===== src/rtl/mult_share_arbiter_if.sv =====
// rtl/mult_share_arbiter_if.sv - requester and multiplier bus of the shared-multiplier arbiter
interface mult_share_arbiter_if #(
   parameter int NREQ = 4
);
   logic [NREQ-1:0]   req;
   logic [8*NREQ-1:0] op_a;
   logic [8*NREQ-1:0] op_b;
   logic [NREQ-1:0]   grant;
   logic [NREQ-1:0]   done;
   logic [15:0]       result;
   logic              err;
   logic              busy;
   logic              mul_start;
   logic [7:0]        mul_a;
   logic [7:0]        mul_b;
   logic              mul_ready;
   logic [15:0]       mul_product;

   modport slave (
      input  req, op_a, op_b, mul_ready, mul_product,
      output grant, done, result, err, busy, mul_start, mul_a, mul_b
   );

   modport master (
      output req, op_a, op_b, mul_ready, mul_product,
      input  grant, done, result, err, busy, mul_start, mul_a, mul_b
   );
endinterface


===== src/rtl/mult_share_arbiter.sv =====
// rtl/mult_share_arbiter.sv - round-robin sharing of one serial multiplier with watchdog abort
module mult_share_arbiter #(
   parameter int NREQ    = 4,
   parameter int TIMEOUT = 16,
   parameter int CW      = 4
) (
   input  logic                 clk,
   input  logic                 rst,
   mult_share_arbiter_if.slave  bus
);
   localparam int IW = (NREQ > 1) ? $clog2(NREQ) : 1;

   typedef enum logic {IDLE, WAIT} state_t;

   state_t          state_q, state_d;
   logic [IW-1:0]   ptr_q, ptr_d;
   logic [IW-1:0]   idx_q, idx_d;
   logic [CW-1:0]   cnt_q, cnt_d;
   logic [NREQ-1:0] grant_q, grant_d;
   logic [NREQ-1:0] done_q, done_d;
   logic [15:0]     result_q, result_d;
   logic            err_q, err_d;
   logic            busy_q, busy_d;
   logic            start_q, start_d;
   logic [7:0]      a_q, a_d;
   logic [7:0]      b_q, b_d;

   logic            found;
   logic [IW-1:0]   win;
   logic [IW:0]     cand;

   // Rotating priority: first request at or above the pointer, wrapping.
   always_comb begin
      found = 1'b0;
      win   = '0;
      cand  = '0;
      for (int off = 0; off < NREQ; off++) begin
         cand = {1'b0, ptr_q} + (IW+1)'(off);
         if (cand >= (IW+1)'(NREQ)) cand = cand - (IW+1)'(NREQ);
         if (!found && bus.req[cand[IW-1:0]]) begin
            found = 1'b1;
            win   = cand[IW-1:0];
         end
      end
   end

   always_comb begin
      state_d  = state_q;
      ptr_d    = ptr_q;
      idx_d    = idx_q;
      cnt_d    = cnt_q;
      grant_d  = '0;
      done_d   = '0;
      result_d = result_q;
      err_d    = 1'b0;
      busy_d   = busy_q;
      start_d  = 1'b0;
      a_d      = a_q;
      b_d      = b_q;
      case (state_q)
         IDLE: begin
            if (found) begin
               idx_d        = win;
               a_d          = bus.op_a[{win, 3'b000} +: 8];
               b_d          = bus.op_b[{win, 3'b000} +: 8];
               start_d      = 1'b1;
               grant_d[win] = 1'b1;
               busy_d       = 1'b1;
               cnt_d        = '0;
               ptr_d        = (win == IW'(NREQ-1)) ? '0 : win + 1'b1;
               state_d      = WAIT;
            end
         end
         WAIT: begin
            cnt_d = cnt_q + 1'b1;
            // Ready seen in the first WAIT cycle may be left over from the previous product.
            if (cnt_q != '0 && bus.mul_ready) begin
               result_d      = bus.mul_product;
               done_d[idx_q] = 1'b1;
               busy_d        = 1'b0;
               state_d       = IDLE;
            end else if (cnt_q == CW'(TIMEOUT-1)) begin
               result_d      = '0;
               done_d[idx_q] = 1'b1;
               err_d         = 1'b1;
               busy_d        = 1'b0;
               state_d       = IDLE;
            end
         end
         default: state_d = IDLE;
      endcase
   end

   always_ff @(posedge clk) begin
      if (rst) begin
         state_q  <= IDLE;
         ptr_q    <= '0;
         idx_q    <= '0;
         cnt_q    <= '0;
         grant_q  <= '0;
         done_q   <= '0;
         result_q <= '0;
         err_q    <= 1'b0;
         busy_q   <= 1'b0;
         start_q  <= 1'b0;
         a_q      <= '0;
         b_q      <= '0;
      end else begin
         state_q  <= state_d;
         ptr_q    <= ptr_d;
         idx_q    <= idx_d;
         cnt_q    <= cnt_d;
         grant_q  <= grant_d;
         done_q   <= done_d;
         result_q <= result_d;
         err_q    <= err_d;
         busy_q   <= busy_d;
         start_q  <= start_d;
         a_q      <= a_d;
         b_q      <= b_d;
      end
   end

   assign bus.grant     = grant_q;
   assign bus.done      = done_q;
   assign bus.result    = result_q;
   assign bus.err       = err_q;
   assign bus.busy      = busy_q;
   assign bus.mul_start = start_q;
   assign bus.mul_a     = a_q;
   assign bus.mul_b     = b_q;
endmodule


===== src/flat_wrapper.sv =====
// flat-port wrapper written by rule: the top's interface ports become plain ports
module mult_share_arbiter_flat 
#(
   parameter int NREQ    = 4,
   parameter int TIMEOUT = 16,
   parameter int CW      = 4
)
  (clk, rst, bus_req, bus_op_a, bus_op_b, bus_mul_ready, bus_mul_product, bus_grant, bus_done, bus_result, bus_err, bus_busy, bus_mul_start, bus_mul_a, bus_mul_b);
  mult_share_arbiter_if #(.NREQ(NREQ)) bus_i ();
  input  logic clk;
  input  logic rst;
  input wire logic [$bits(bus_i.req)-1:0] bus_req;
  input wire logic [$bits(bus_i.op_a)-1:0] bus_op_a;
  input wire logic [$bits(bus_i.op_b)-1:0] bus_op_b;
  input wire logic [$bits(bus_i.mul_ready)-1:0] bus_mul_ready;
  input wire logic [$bits(bus_i.mul_product)-1:0] bus_mul_product;
  output wire logic [$bits(bus_i.grant)-1:0] bus_grant;
  output wire logic [$bits(bus_i.done)-1:0] bus_done;
  output wire logic [$bits(bus_i.result)-1:0] bus_result;
  output wire logic [$bits(bus_i.err)-1:0] bus_err;
  output wire logic [$bits(bus_i.busy)-1:0] bus_busy;
  output wire logic [$bits(bus_i.mul_start)-1:0] bus_mul_start;
  output wire logic [$bits(bus_i.mul_a)-1:0] bus_mul_a;
  output wire logic [$bits(bus_i.mul_b)-1:0] bus_mul_b;
  assign bus_i.req = bus_req;
  assign bus_i.op_a = bus_op_a;
  assign bus_i.op_b = bus_op_b;
  assign bus_i.mul_ready = bus_mul_ready;
  assign bus_i.mul_product = bus_mul_product;
  assign bus_grant = bus_i.grant;
  assign bus_done = bus_i.done;
  assign bus_result = bus_i.result;
  assign bus_err = bus_i.err;
  assign bus_busy = bus_i.busy;
  assign bus_mul_start = bus_i.mul_start;
  assign bus_mul_a = bus_i.mul_a;
  assign bus_mul_b = bus_i.mul_b;
  mult_share_arbiter #(.NREQ(NREQ), .TIMEOUT(TIMEOUT), .CW(CW)) u_core (.clk(clk), .rst(rst), .bus(bus_i));
endmodule

===== config.mk =====
export PLATFORM = sky130hd
export DESIGN_NAME = mult_share_arbiter_flat
export DESIGN_NICKNAME = d
export VERILOG_FILES = /design/src/rtl/mult_share_arbiter_if.sv /design/src/rtl/mult_share_arbiter.sv /design/src/flat_wrapper.sv
export SDC_FILE = /design/constraint.sdc
export NUM_CORES = 1
export LEC_CHECK = 0
export ABC_AREA = 1
export CELL_PAD_IN_SITES_DETAIL_PLACEMENT = 0
export CELL_PAD_IN_SITES_GLOBAL_PLACEMENT = 1
export CORE_ASPECT_RATIO = 0.9
export CORE_MARGIN = 2
export CORE_UTILIZATION = 28
export CTS_BUF_LIST = sky130_fd_sc_hd__clkbuf_16
export DETAILED_ROUTE_END_ITERATION = 7
export PLACE_DENSITY = 0.8
export SYNTH_ARGS = -nofsm -noshare
export SYNTH_HDL_FRONTEND = slang
export SYNTH_SLANG_ARGS = --single-unit

===== constraint.sdc =====
create_clock -name clk -period 3.56 [get_ports clk]
set_input_delay 1.068 -clock clk [delete_from_list [all_inputs] [get_ports clk]]
set_output_delay 1.068 -clock clk [all_outputs]
set_load 0.02 [all_outputs]

## Word-level counts from Yosys, hierarchy flattened

Index checks and enable logic that the tools add are counted.

| word-level totals | value |
|---|---|
| logic and storage cells | 99 |
| register bits after elaboration | 52 |

| operators by class | value |
|---|---|
| muxes and demuxes | 40 |
| $lt $le $gt $ge | 12 |
| eq/ne operators | 4 |
| shifts and indexed selects | 2 |
| reduce and logical (&&, ||, !) cells | 18 |
| add/sub/neg operators | 9 |
| bitwise gates (word level) | 2 |

Operators with widths:

| kind | count |
|---|---|
| 32-bit by 6-bit indexed part select with 8-bit output | 2 |
| 16-bit 2-to-1 mux | 2 |
| 2-bit by 3-bit less-than comparator with 1-bit output, second input constant | 6 |
| 2-bit 2-to-1 mux | 9 |
| 1-bit 2-to-1 mux | 17 |
| 4-bit 2-to-1 mux | 3 |
| 3-bit greater-or-equal comparator, second input constant | 3 |
| 1-bit binary-select mux with 2-bit select | 4 |
| 4-bit case mux with 2 select lines | 1 |
| 2-bit by 1-bit subtractor with 2-bit output, second input constant | 4 |
| 2-bit by 2-bit adder with 3-bit output, second input constant | 2 |
| 1-bit logical AND | 6 |
| 2-bit AND reduction | 3 |
| 3-bit OR reduction | 2 |
| 4-bit by 1-bit adder with 4-bit output, second input constant | 1 |
| 1-bit demux with 2-bit select | 2 |
| 4-bit == test, second input constant | 1 |
| 2-bit by 1-bit greater-or-equal comparator with 1-bit output, second input constant | 2 |
| 1-bit case mux with 2 select lines | 2 |
| 4-bit nonzero test | 1 |
| 2-bit OR reduction | 2 |
| 2-bit by 1-bit adder with 3-bit output, second input constant | 1 |
| 2-bit by 3-bit greater-or-equal comparator with 1-bit output, second input constant | 1 |
| 1-bit zero test | 3 |
| 6 further kinds | 7 |

## Longest topological paths before layout

Gate-level depths: netlist of run 1.

| logic depth | value |
|---|---|
| word-level depth | 18 |
| depth in mapped cells | 16 |

## Least setup slack after synthesis of run 1

Ideal clock, no wire load.

| timing path | value |
|---|---|
| path kind | input -> register |
| start point | input port bus_req[3] |
| end point | register u_core.ptr_q[1] |
| buffers on the path | 1 |
| library setup time | 121 ps |
| arrival | 2379 ps |
| setup slack | 1060 ps |
| stages | 12 |
| data required time | 3439 ps |
| cell sequence | inv_1 -> nand2_1 -> nand3_1 -> nand2_2 -> nor2_4 -> nand4_1 -> nand2_1 -> buf_6 -> clkinv_2 -> ha_1 -> nand2_1 -> o21ai_0 |

| between the ends | value |
|---|---|
| word-level cells in the longest chain between the ends | 14 |

Ends and longest elaborated chain:

| what | line | RTL |
|---|---|---|
| from (decl) | flat_wrapper.sv:12 | `input wire logic [$bits(bus_i.req)-1:0] bus_req;` |
| 1-bit binary-select mux with 2-bit select | mult_share_arbiter.sv:40 | `if (!found && bus.req[cand[IW-1:0]]) begin` |
| 1-bit 2-to-1 mux (implied by the code) | mult_share_arbiter.sv:40 |  |
| 1-bit 2-to-1 mux | mult_share_arbiter.sv:40 |  |
| 1-bit zero test | mult_share_arbiter.sv:40 |  |
| 1-bit logical AND | mult_share_arbiter.sv:40 |  |
| 1-bit 2-to-1 mux | mult_share_arbiter.sv:40 |  |
| 1-bit zero test | mult_share_arbiter.sv:40 |  |
| 1-bit logical AND | mult_share_arbiter.sv:40 |  |
| 1-bit 2-to-1 mux | mult_share_arbiter.sv:40 |  |
| 1-bit zero test | mult_share_arbiter.sv:40 |  |
| 1-bit logical AND | mult_share_arbiter.sv:40 |  |
| 2-bit 2-to-1 mux (*) | mult_share_arbiter.sv:40 |  |
| net u_core.win[1] | mult_share_arbiter.sv:29 | `logic [IW-1:0] win;` |
| 2-bit by 1-bit adder with 2-bit output or 2-bit == test (tied branches) | mult_share_arbiter.sv:70 | `ptr_d = (win == IW'(NREQ-1)) ? '0 : win + 1'b1;` |
| 2-bit 2-to-1 mux (*) | mult_share_arbiter.sv:70 |  |
| to (signal assigned) | mult_share_arbiter.sv:110 | `ptr_q <= ptr_d;` |
| to (decl) | mult_share_arbiter.sv:16 | `logic [IW-1:0] ptr_q, ptr_d;` |

The timed path passes the listed nets; every way through them passes the cells marked *. The select of a mux whose other input is x is not followed.
A chain may end at the register's enable or synchronous reset.

## Worst setup path in the final report of run 1

| timing path | value |
|---|---|
| start point | input port bus_req[3] |
| end point | register u_core.ptr_q[1] |

| between the ends | value |
|---|---|
| word-level cells in the longest chain between the ends | 14 |

Ends and longest elaborated chain:

| what | line |
|---|---|
| 1-bit binary-select mux with 2-bit select | mult_share_arbiter.sv:40 |
| 1-bit 2-to-1 mux (implied by the code) | mult_share_arbiter.sv:40 |
| 1-bit 2-to-1 mux | mult_share_arbiter.sv:40 |
| 1-bit zero test | mult_share_arbiter.sv:40 |
| 1-bit logical AND | mult_share_arbiter.sv:40 |
| 1-bit 2-to-1 mux | mult_share_arbiter.sv:40 |
| 1-bit zero test | mult_share_arbiter.sv:40 |
| 1-bit logical AND | mult_share_arbiter.sv:40 |
| 1-bit 2-to-1 mux | mult_share_arbiter.sv:40 |
| 1-bit zero test | mult_share_arbiter.sv:40 |
| 1-bit logical AND | mult_share_arbiter.sv:40 |
| 2-bit 2-to-1 mux | mult_share_arbiter.sv:40 |
| 2-bit by 1-bit adder with 2-bit output or 2-bit == test (tied branches) | mult_share_arbiter.sv:70 |
| 2-bit 2-to-1 mux | mult_share_arbiter.sv:70 |

Parallel ways exist; a longest one is shown, timed or not. The select of a mux whose other input is x is not followed.

==> results_dict.tcl, run 1 <==
set metrics [dict create \
    clk_pin_slew_ns 0.07 \
    synth_seq_cells 52 \
    yosysTopAreaCell "dfxtp_1" \
    yosys_warnings 0 \
    hp-class "register to register" \
    cts_setup_buffers 0 \
    reg2reg_setup_slack_ns 1.21 \
    critPathLaunchType "input pin" \
    critPathBufInv 4 \
    powerDensity_nw_per_um2 709 \
    slew_headroom 0.699 \
    cp_num_cells 12 \
    ctsResizeCount 0 \
    finalHoldViolCount 0 \
    tns_ns 0 \
    grt_max_degree 22 \
    syn_area_um2 2700 \
    cts_tree "yes" \
    worstRegToRegCells 12 \
    place_congestion 0.806 \
    max_stage_delay_ns 0.47 \
    htreeDepth 2 \
    fin_crit_ns 2.97 \
    drive_above_1_share 0.0669 \
    drv_slew 0 \
    ys_seq_area_frac 0.386 \
    syn_to_final_growth_pct 56.7 \
    clock_latency_ns 0.29 \
    syn_inst 381 \
    ys_async_sr_fraction 0 \
    setup_viol 0 \
    core-area_um2 9250 \
    critPathMaxFanout 21 \
    crit_slowest_cell "clkdlybuf4s50_1" \
    grt_overflow 0 \
    io_buffers 129 \
    crit_family "buffers and inverters" \
    place_ws_ns 0.300 \
    cpMostUsedCell "nand2_1" \
    critPathCaptureType "register" \
    worst_slack_ns 0.589 \
    clock_skew_ns 0.00475 \
    routed_via_density 4.67 \
    synth_top_area_share 0.386 \
    die_area_um2 10400 \
    synth_fp_nets 474 \
    clkSinkCount 52 \
    layout.nets 600 \
    die_y_um 97.1 \
    min_from "u_core.bus.mul_b[2]" \
    path_class "input pin to register" \
    dp_hpwl_mm 6.28 \
    detail-route-antenna-nets 0 \
    avgRoutedWirePerCell_um 12.9 \
    drt_iter0_drc 246 \
    path_cells "clkdlybuf4s50_1, inv_1, nand2_1, nand3_1, nand2_1, inv_1, nand3_4, nand3_4, inv_2, ha_1, nand2_1, o21ai_0" \
    cts_hold_buf 0 \
    cts_made_buffers 5 \
    initial_utilization 0.292 \
    firstDrtPassIters 4 \
    wl_mm 8.13 \
    grt_pass1_wl_mm 13.4 \
    rr_endpoint "u_core.ptr_q[1]" \
    antenna_found_initial 0 \
    synthFlopType "dfxtp_1" \
    rows 33 \
    rsz0062_at_grt "false" \
    worstPathRequired_ns 3.74 \
    period_share 0.835 \
    vias 2941 \
    drv_cap 0 \
    synth_edf_count 0 \
    grt_usage 0.158 \
    drcViolationCount 0 \
    dieWidth_um 107 \
    synth_area_per_cell_um2 7.08 \
    first_global_vias 2812 \
    max_freq_mhz 337 \
    num_io_pins 130 \
    tightest_slew_ns 0.452 \
    r2r-start "u_core.ptr_q[0]" \
    post_synth_num_cell_types 29 \
    root_buffer "clkbuf_16" \
    synth.area.top_cells "dfxtp_1, nand2_1, a32o_1" \
    min_delay_worst_endpoint "u_core.bus.mul_b[2]" \
    status "complete, no violations" \
    antenna_cells 0 \
    leakagePower_nw 1.83 \
    cp.arrival_ns 3.15 \
    hold_depth 2 \
    clk_path_buf_depth 2 \
    peakVddDrop_mv 0.296 \
]
cells in the final DEF (no fill, tap or decap), types with 2 or more instances in the layout:
cell,n
nand2_1,147
clkdlybuf4s50_1,129
dfxtp_1,52
nand3_1,30
nor2_1,26
inv_1,23
nand4_1,20
a32o_1,17
o21ai_0,10
buf_4,8
ha_1,6
nand2_2,5
clkbuf_16,5
inv_2,4
nor4_1,4
a21oi_1,4
o21ai_1,2
nand3_4,2
o22ai_1,2
routing by layer:
metal / part of all wire / up-vias / global-route usage / routed length (um)
met2: 0.44 / 132 / 0.259 / 3560
met1: 0.44 / 1286 / 0.196 / 3570
li1: - / 1515 / - / -
met3: 0.11 / 8 / 0.0570 / 920
met5: 0 / - / 0 / 0
met4: 0.0098 / 0 / 0.0365 / 80
state kept, by name, indices dropped and copies added (netlist names):
| signal | cells |
|---|---|
| u_core.bus.mul_b | 8 |
| u_core.cnt_q | 4 |
| u_core.bus.mul_a | 8 |
| u_core.bus.done | 4 |
| u_core.bus.busy | 1 |
| u_core.bus.result | 16 |
| u_core.bus.mul_start | 1 |
| u_core.idx_q | 2 |
| u_core.bus.err | 1 |
| u_core.ptr_q | 2 |
| u_core.bus.grant | 4 |
| u_core.state_q | 1 |
Yosys cell counts (2+ instances only):
cell type	instances
nand3_1	30
a21oi_1	4
buf_6	4
o22ai_1	2
o21ai_0	10
nand3_4	2
ha_1	6
buf_2	3
nor4_1	4
inv_1	23
buf_4	7
nand4_1	20
nor2_1	26
nand2_1	147
clkbuf_1	4
inv_2	4
a32o_1	17
dfxtp_1	52
o21ai_1	2
nand2_2	5
worst max path at each step:
stage / startpoint / to / slack, ns
floorplan: bus_req[3] / u_core.ptr_q[1] / 1.06
finish: bus_req[3] / u_core.ptr_q[1] / 0.59
global route: bus_req[3] / u_core.ptr_q[1] / 0.41
detailed placement: bus_req[3] / u_core.ptr_q[1] / 0.30
global placement: bus_req[1] / u_core.ptr_q[1] / 0.40
CTS: bus_req[3] / u_core.ptr_q[1] / 0.60
final cells by class:
type | count | area (um2)
Clock buffer | 5 | 125
Clock inverter | 3 | 27.5
Fill cell | 944 | 5020
Inverter | 30 | 116
Multi-Input combinational cell | 281 | 1410
Sequential cell | 52 | 1040
Tap cell | 122 | 153
Timing Repair Buffer | 137 | 1350
cells by family (layout without fill, tap and decap cells):
| logic type | after synthesis | in the layout | synth area share |
|---|---|---|---|
| fa+ha+maj | 6 | 6 | 0.0278 |
| simple gates | 237 | 237 | 0.387 |
| compound gates | 38 | 38 | 0.108 |
| buf+inv | 48 | 175 | 0.0905 |
| flops | 52 | 52 | 0.386 |
worst reg2reg max path, delay by kind of cell, from the launching register on:
kind,cells,cell delay (ns)
compound gates,1,0.06
fa+ha+maj,1,0.31
buf+inv,2,0.31
flops,1,0.56
simple gates,8,1.00
power by group:
part | internal [W] | switching (W) | total, W
combinational | 0.000640 | 0.00110 | 0.00174
sequential | 0.000697 | 0.0000710 | 0.000768
clock | 0.000267 | 0.000222 | 0.000489
total | 0.00160 | 0.00139 | 0.00299
through the flow:
stage | utilization | hold WS [ns] | std cells | area [um2] | power (W)
floorplan | - | 0.413 | 381 | 2700 | 0.00205
global route | 0.457 | 0.467 | 630 | 4230 | 0.00329
finish | 0.457 | 0.451 | 630 | 4230 | 0.00299
CTS | 0.457 | 0.451 | 630 | 4230 | 0.00303
detailed placement | 0.440 | 0.434 | 622 | 4070 | 0.00253
global placement | 0.440 | 0.434 | 622 | 4070 | 0.00251
Power figures use the tool's default switching activity.
==> inputs of run 2 (changes only) <==
- clock period: 3.56 -> 3.1 ns (I/O delays scaled with it)
==> run 2 against run 1 <==
  * Combinational power grew 16%
  * Routed wire length grew 1.0%
  * Cell count grew 0.48%
  * Critical path type unchanged
  * Largest cell class unchanged
  * Highest routed layer unchanged
==> results_dict.tcl, run 2 (same netlist as run 1, synthesis figures left out) <==
set metrics [dict create \
    leakagePower_nw 1.85 \
    die_y_um 97.1 \
    finalPower_w 0.00346 \
    htreeDepth 2 \
    rsz0062_at_grt "false" \
    layout.nets 603 \
    antenna_found_initial 0 \
    io_buffers 129 \
    firstDrtPassIters 4 \
    dp_hpwl_mm 6.32 \
    antenna_cells 0 \
    cts_tree "yes" \
    critPathLaunchType "input pin" \
    dr_wl_met2_mm 3.79 \
    clk_pin_slew_ns 0.07 \
    place_congestion 0.937 \
    drive_above_1_share 0.0724 \
    clock_latency_ns 0.29 \
    worst_slack_ns 0.456 \
    finalHoldViolCount 0 \
    core-area_um2 9250 \
    met1_length_mm 3.61 \
    rows 33 \
    intPower_w 0.00186 \
    cp.arrival_ns 2.82 \
    die_area_um2 10400 \
    routed_via_density 4.62 \
    p_comb_frac 0.581 \
    ctsResizeCount 0 \
    grt_pass1_wl_mm 13.3 \
    grt_overflow 0 \
    setup_viol 0 \
    slew_headroom 0.735 \
    peakVddDrop_mv 0.485 \
    fin_crit_ns 2.64 \
    avgRoutedWirePerCell_um 13.0 \
    max_freq_mhz 378 \
    routed.top_layer "met4" \
    drcViolationCount 0 \
    drv_cap 0 \
    clock_skew_ns 0.00409 \
    swShare 0.462 \
    period_share 0.853 \
    wl_mm 8.22 \
    drt_iter0_drc 157 \
    dieWidth_um 107 \
    worstPathRequired_ns 3.28 \
    clkSinkCount 52 \
    clk_path_buf_depth 2 \
    largest_reg_flops 16 \
    layout_commonest_cell "nand2_1" \
    place_ws_ns 0.173 \
    hold_slack_ns 0.444 \
    vias 2926 \
    cts_setup_buffers 0 \
    status "complete, no violations" \
    cts_hold_buf 0 \
    path_class "input pin to register" \
    tns_ns 0 \
    syn_to_final_growth_pct 57.5 \
    powerDensity_nw_per_um2 815 \
    grt_usage 0.156 \
    clock_power_share 0.163 \
    tightest_slew_ns 0.398 \
    first_global_vias 2759 \
    cts_made_buffers 5 \
    initial_utilization 0.292 \
    root_buffer "clkbuf_16" \
    detail-route-antenna-nets 0 \
    layout_common_cells "nand2_1, clkdlybuf4s50_1, dfxtp_1" \
    seq_power_share 0.256 \
    drv_slew 0 \
    num_io_pins 130 \
    critPathCaptureType "register" \
    grt_max_degree 22 \
    wl_met3_um 796 \
    power.switching_w 0.00160 \
    hp-class "register to register" \
    critPathMaxFanout 8 \
]
==> run 2: cell types whose count changed in the layout (fill, tap and decap cells not counted) <==
cell,before,now
buf_4,8,11
==> run 2: worst paths after layout <==
kind / cells past startpoint / end / slack, ns / start
worst min-delay path: 1 / u_core.bus.done[0] / 0.44 / u_core.idx_q[0]
worst max register to register: 12 / u_core.ptr_q[1] / 0.90 / u_core.ptr_q[0]
worst min register to register: 1 / u_core.bus.done[0] / 0.44 / u_core.idx_q[0]
worst max-delay path: 12 / u_core.ptr_q[1] / 0.46 / bus_req[3]
==> run 2: area by class of cell <==
type | count | area (um2)
inverter | 30 | 116
multi-input combinational | 281 | 1410
fill | 926 | 5000
tap | 122 | 153
clock buffer | 5 | 125
clock inverter | 3 | 27.5
timing repair buffer | 140 | 1370
sequential | 52 | 1040
==> run 2: power by group through the flow <==
stage	clock network [W]	logic (W)	registers (W)
4_1_cts	0.000579	0.00204	0.000888
3_5_place_dp	0	0.00203	0.000901
5_1_grt	0.000606	0.00229	0.000904
6_report	0.000563	0.00201	0.000887
2_1_floorplan	0	0.00135	0.000996
3_3_place_gp	0	0.00202	0.000900
==> run 2: critical path, stage by stage <==
cell and delay, ns:
clkdlybuf4s50_1 0.43, inv_1 0.08, nand2_1 0.07, nand3_1 0.14
nand2_2 0.09, nor2_4 0.17, nand4_1 0.12, nand2_1 0.17
clkinv_2 0.16, ha_1 0.32, nand2_1 0.07, o21ai_0 0.07
==> run 2: stage by stage <==
stage | instance area [um2] | std cells | utilization
global placement | 4100 | 625 | 0.443
floorplan | 2700 | 381 | -
finish | 4250 | 633 | 0.459
global route | 4250 | 633 | 0.459
CTS | 4250 | 633 | 0.459
detailed placement | 4100 | 625 | 0.443
==> run 2: per-layer routing <==
metal,track usage,vias up
met2,0.266,120
met1,0.197,1284
met4,0.0197,0
met3,0.0523,2
li1,-,1520
met5,0,-
